`config.mk`:
```
export PLATFORM = sky130hd
export DESIGN_NAME = m_set_bit_enum
export DESIGN_NICKNAME = d
export VERILOG_FILES = /design/src/rtl/m_count_ones.sv /design/src/rtl/m_set_bit_enum.sv
export SDC_FILE = /design/constraint.sdc
export NUM_CORES = 1
export LEC_CHECK = 0
export ABC_AREA = 1
export CAP_MARGIN = 30
export CORE_MARGIN = 3
export CORE_UTILIZATION = 46
export DETAILED_ROUTE_END_ITERATION = 7
export GPL_TIMING_DRIVEN = 1
export PLACE_DENSITY = 0.79
export SYNTH_ARGS = -nofsm -noshare
export SYNTH_HDL_FRONTEND = slang
export SYNTH_SLANG_ARGS = --single-unit
```
`constraint.sdc`:
```
create_clock -name i_clk -period 6.1 [get_ports i_clk]
set_input_delay 0.915 -clock i_clk [delete_from_list [all_inputs] [get_ports i_clk]]
set_output_delay 0.915 -clock i_clk [all_outputs]
set_load 0.01 [all_outputs]
```
`src/rtl/m_count_ones.sv`:
```
// Combinational popcount of an INPUT_SIZE-bit vector.
module m_count_ones #(
  parameter int INPUT_SIZE = 42
) (
  input  logic [INPUT_SIZE-1:0]         i_data,
  output logic [$clog2(INPUT_SIZE+1)-1:0] o_count
);

  localparam int CNT_W = $clog2(INPUT_SIZE + 1);

  always_comb begin
    o_count = '0;
    for (int i = 0; i < INPUT_SIZE; i++) begin
      o_count = o_count + CNT_W'(i_data[i]);
    end
  end

endmodule

```
`src/rtl/m_set_bit_enum.sv`:
```
// Accepts a mask and streams out the positions of its set bits, lowest first,
// one beat per handshake, with popcount and a completion pulse.
module m_set_bit_enum #(
  parameter int INPUT_SIZE = 42
) (
  input  logic                            i_clk,
  input  logic                            i_rst,
  input  logic                            i_valid,
  output logic                            o_ready,
  input  logic [INPUT_SIZE-1:0]           i_data,
  output logic                            o_valid,
  input  logic                            i_ready,
  output logic [$clog2(INPUT_SIZE)-1:0]   o_index,
  output logic                            o_last,
  output logic [$clog2(INPUT_SIZE+1)-1:0] o_count,
  output logic                            o_done
);

  localparam int IDX_W = $clog2(INPUT_SIZE);
  localparam int CNT_W = $clog2(INPUT_SIZE + 1);
  localparam logic [INPUT_SIZE-1:0] ONE = INPUT_SIZE'(1);

  typedef enum logic {
    IDLE = 1'b0,
    EMIT = 1'b1
  } state_t;

  state_t                state;
  state_t                state_nxt;
  logic [INPUT_SIZE-1:0] mask;
  logic [INPUT_SIZE-1:0] mask_clr;
  logic [CNT_W-1:0]      popcnt;
  logic                  accept;
  logic                  beat;

  m_count_ones #(
    .INPUT_SIZE(INPUT_SIZE)
  ) u_count_ones (
    .i_data (i_data),
    .o_count(popcnt)
  );

  assign o_ready = (state == IDLE);
  assign o_valid = (state == EMIT);
  assign accept  = i_valid && o_ready;
  assign beat    = o_valid && i_ready;

  // Clearing the lowest set bit: x & (x-1).
  assign mask_clr = mask & (mask - ONE);
  assign o_last   = (mask != '0) && (mask_clr == '0);

  always_comb begin
    o_index = '0;
    for (int i = INPUT_SIZE - 1; i >= 0; i--) begin
      if (mask[i]) o_index = IDX_W'(i);
    end
  end

  always_comb begin
    state_nxt = state;
    case (state)
      IDLE: if (accept && (i_data != '0)) state_nxt = EMIT;
      EMIT: if (beat && o_last) state_nxt = IDLE;
      default: state_nxt = IDLE;
    endcase
  end

  always_ff @(posedge i_clk) begin
    if (i_rst) state <= IDLE;
    else       state <= state_nxt;
  end

  always_ff @(posedge i_clk) begin
    if (i_rst) begin
      mask    <= '0;
      o_count <= '0;
      o_done  <= 1'b0;
    end else begin
      o_done <= 1'b0;
      if (accept) begin
        mask    <= i_data;
        o_count <= popcnt;
        // An empty mask completes immediately without entering EMIT.
        if (i_data == '0) o_done <= 1'b1;
      end else if (beat) begin
        mask <= mask_clr;
        if (o_last) o_done <= 1'b1;
      end
    end
  end

endmodule
```
# == After elaboration in Yosys (flattened, before gate mapping) ==
# Cells that the tools add are included.
# word_totals
latch_bits,0
ram_bits,0
regBits,50
n_memories,0
wordCells,109
romBits,0
in_bits,46
# classes
n_mul,0
n_addsub,42
reduce_logical,10
shifts,0
eq_ne,0
n_mux,51
n_bitwise,2
div_mod_pow,0
magnitude_cmp,0
# op_table
operator,n
$mux W6,42
$add A6 B1 Y6,40
$logic_not A42 Y1,2
$mux W42,2
$reduce_bool A42 Y1,2
$and A42 B42 Y42,1
$sub A42 B1 Y42 const B,1
$mux W1,6
$logic_and A1 B1 Y1,5
$add A1 B1 Y2,1
$pmux W1 S2,1
$reduce_bool A2 Y1,1
$not A1 Y1,1

# == Longest topological paths before layout ==
# depth
word_depth,42
mapped_depth,41
mapped_depth_nobuf,41

# == Hierarchy ==
# A second synthesis with hierarchy kept.
# unflattened
cells_unflattened,705
area_unflattened_um2,4515.6
# by_module_without_submodules
mod,cells_per_inst,seq_area_each_um2,n_inst,area_per_inst_um2
m_set_bit_enum,596,1001.0,1,3467.1
m_count_ones,109,0.0,1,1048.5

# == Least setup slack after synthesis ==
# Ideal clock, no wire load.
# synth_timing
path_kind,input port to flip-flop
start,input port i_data[0]
end,register o_count[4]
t_required_ns,5.983
n_path_buf,0
arrival_time_ns,5.911
slack_ns,0.071
path_stages,19
setup_time_ns,0.117
cell_sequence,inv_1 ha_1 inv_1 fa_1 fa_1 fa_1 fa_1 fa_1 fa_1 fa_1 inv_1 fa_1 fa_1 nand2_1 nand2_1 a21oi_1 nor2_1 o221ai_1 inv_1
# synth_between
elab_chain_cells,41
# synth_rtl
item,line_no,rtl
"start, declared",m_set_bit_enum.sv:10,"input logic [INPUT_SIZE-1:0] i_data,"
$add A1 B1 Y2,m_count_ones.sv:14,o_count = o_count + CNT_W'(i_data[i]);
$add A6 B1 Y6 (40 in series),m_count_ones.sv:14,
"end signal, assigned",m_set_bit_enum.sv:82,o_count <= popcnt;
"end, declared",m_set_bit_enum.sv:15,"output logic [$clog2(INPUT_SIZE+1)-1:0] o_count,"
# No other way between the ends.
# A chain may end at the register's enable or synchronous reset.

# == Final worst setup path ==
# layout_timing
start,input port i_data[24]
end,register o_count[4]
# layout_between
elab_chain_cells,18
# layout_rtl
item,line_no
$add A6 B1 Y6 (18 in series),m_count_ones.sv:14
# No other way between the ends.

==> flow_summary.yaml <==
place:
  portBuffers: 61
  dp_hpwl_um: 11350
  gpl.final_weighted_congestion: 0.9306
  postPlaceCellArea_sq_mm: 0.005475
  numPlacedInstances: 894
  pre_cts_ws_ps: -683.2
timing:
  skew_ps: 9.602
  report.final.setup_viol: 0
  layout_min_cycle_time_ps: 5942
  max_slew_margin_pct: 41.44
  achievable-frequency_mhz: 168.3
  finalHoldViolCount: 0
  maxSlewViolCount: 0
  grt_setup_unrepaired: "no"
  post-route-worst-setup-slack_ps: 157.8
  timing.final.crit_share_pct: 97.41
  hold_slack_ps: 501.9
  worst_slew_pin_slew_ps: 877.4
global_routing:
  groute.usage.overall_pct: 26.18
  grt_pass1_vias: 4827
  antenna_found_initial: 0
  grt_pass1_wl_um: 23360
  grt_overflow: 0
  grt_max_degree: 42
synthesis:
  synth_fp_nets: 789
  ys_ff_latch: 50
  synth_warnings: 0
  mapped_avg_cell_area_sq_um: 6.561
  postSynth.asyncResetShare_pct: 0
  yosys.cell_types.count: 37
  syn_inst: 698
  synth-edff-count: 0
  synth_sequential_area_ratio_pct: 21.86
  synthFlopType: "sky130_fd_sc_hd__dfxtp_1"
  synth_area_sq_mm: 0.004579
hold_path:
  min-delay-path-class: "reg -> reg"
  hold_path_depth: 2
cells_and_area:
  final_core_util_pct: 58.86
  drive_gt1_share_pct: 11.79
  flow.area_growth_from_synthesis_pct: 21.58
  layout.cells.non_filler: 901
  finish.instance_area_sq_mm: 0.005568
  num_antenna_cells: 0
  final_net_count: 863
  most_common_cell_after_layout_fill_and_taps_aside: "sky130_fd_sc_hd__inv_1"
  layout_common_cells: "sky130_fd_sc_hd__inv_1 (133), sky130_fd_sc_hd__nand2_1 (115), sky130_fd_sc_hd__nor2_1 (85), sky130_fd_sc_hd__o21ai_0 (71), sky130_fd_sc_hd__a21oi_1 (55)"
cts:
  clkLatencyLatePin_ps: 320
  cts_inserted_buffers: 5
  cts_tree: "built"
  hold_buf_cts: 0
  depth_of_the_cts_h_tree: 2
  clk_transition_reported_paths_ps: 110
  clock_tree.root_cell: "sky130_fd_sc_hd__clkbuf_8"
  clkSinkCount: 50
  cts-root-to-sink-buffers: 2
route:
  drt_iter0_markers: 386
  final_antenna_net_count: 0
  drt_drc_violations_left: 0
  drt_pass1_iterations: 5
  routed_via_density: 5.466
  total_wire_length_after_detailed_routing_um: 14460
  vias: 4925
  post_drt_wl_per_cell_um: 16.05
setup_path:
  cp-end-kind: "register"
  critPathArrivalTime_ps: 6210
  critical_path.max_fanout: 2
  cp-start-kind: "input port"
  worst_ep_required_time_ps: 6370
  worstSetupPathType: "in -> reg"
  reg2regPathDepth: 16
power_and_ir_drop:
  power.leakage_nw: 2.701
  power.density_cell_area_mw_per_mm2: 440.4
  power.ir.vdd_worst_mv: 1.435
floorplanning:
  die_height_um: 105.8
  fp.dieW_um: 105.8
  dieArea_sq_mm: 0.01119
  initial_core_util_pct: 48.41
  design.portCount: 62
  fp-row-count: 35
  core_area_sq_mm: 0.009459
run:
  drv_cap: 0
outcome:
  outcome: "finished, final reports clean"
state kept, by name (all words and copies together) (netlist names):
register / flops
mask: 42
o_done: 1
o_valid: 1
o_count: 6
timing repair:
item / CTS / global route
resized for setup: 32 / 9
endpoints found under the setup margin: 3 / 2
buffers inserted: 0 / 0
pin swaps: 22 / 11
metrics by stage:
step | power [mW] | setup TNS [ps]
2_1_floorplan | 1.544 | 0
3_3_place_gp | 2.064 | -1576
3_5_place_dp | 2.122 | -2252
4_1_cts | 2.403 | 0
5_1_grt | 2.692 | 0
6_report | 2.452 | 0
kinds of logic (layout without fill, tap and decap cells):
group,count (synthesis),after routing,share of synthesized area [%]
AO/OA/AOI/OAI,163,163,19.65
XOR/XNOR,2,2,0.3826
adder cells (fa/ha/maj),45,45,17.70
buffers and inverters,180,254,14.75
flip-flops,50,50,21.86
AND/OR/NAND/NOR,258,258,25.66
area by class of cell:
type / count / area, sq um
clock buffer: 5 / 68.82
clock inverter: 2 / 15.01
multi-input combinational: 468 / 2932
timing repair buffer: 88 / 793.3
sequential: 50 / 1001
inverter: 159 / 596.8
tap: 129 / 161.4
fill: 895 / 3891
path summary, 6_finish.rpt:
path	slack (ps)	startpoint	end
min reg2reg	500	mask[39]	mask[39]
min	500	mask[39]	mask[39]
max	160	i_data[24]	o_count[4]
max reg2reg	2990	mask[2]	o_done
report_power, final:
group          leakage, nW  internal, mW  switching, mW
sequential           0.412         0.367         0.0394
combinational         2.25         0.870          0.966
clock               0.0362        0.0790          0.130
total                 2.70          1.32           1.14
critical path, cell delays in order:
cell	delay (ps)
sky130_fd_sc_hd__clkdlybuf4s15_1	230
sky130_fd_sc_hd__inv_1	100
sky130_fd_sc_hd__fa_1	510
sky130_fd_sc_hd__fa_1	520
sky130_fd_sc_hd__inv_1	50
sky130_fd_sc_hd__fa_1	550
sky130_fd_sc_hd__inv_1	50
sky130_fd_sc_hd__fa_1	460
sky130_fd_sc_hd__fa_1	530
sky130_fd_sc_hd__fa_1	440
sky130_fd_sc_hd__fa_1	510
sky130_fd_sc_hd__inv_2	40
sky130_fd_sc_hd__fa_2	350
sky130_fd_sc_hd__fa_2	360
sky130_fd_sc_hd__nand2_2	80
sky130_fd_sc_hd__nand2_2	50
sky130_fd_sc_hd__a21oi_2	130
sky130_fd_sc_hd__nand2_1	70
sky130_fd_sc_hd__nand2_1	60
sky130_fd_sc_hd__o221ai_1	100
sky130_fd_sc_hd__inv_1	90
Yosys cell counts (all sizes together) (2+ instances only):
cell type / number / share of area (%)
fa: 33 / 14
nor4: 10 / 1.5
ha: 12 / 3.3
nor4b: 4 / 1.2
a21oi: 57 / 6.3
a31oi: 5 / 0.68
clkbuf: 21 / 1.7
o211ai: 5 / 0.82
nor3: 11 / 1.4
nand4: 8 / 1.1
o21ai: 74 / 8.1
dfxtp: 50 / 22
inv: 158 / 13
o41ai: 2 / 0.38
nand2: 119 / 9.9
nor2: 98 / 9.7
o22ai: 15 / 2.0
nand3: 7 / 0.76
layer usage:
metal / GRT usage (%) / vias up / wire (um)
met2: 43.76 / 227 / 6838
li1: - / 2354 / -
met1: 34.01 / 2292 / 5922
met5: 0 / - / 0
met3: 3.858 / 52 / 1126
met4: 10.36 / 0 / 571
No activity file was read; power rests on OpenSTA's default activity.
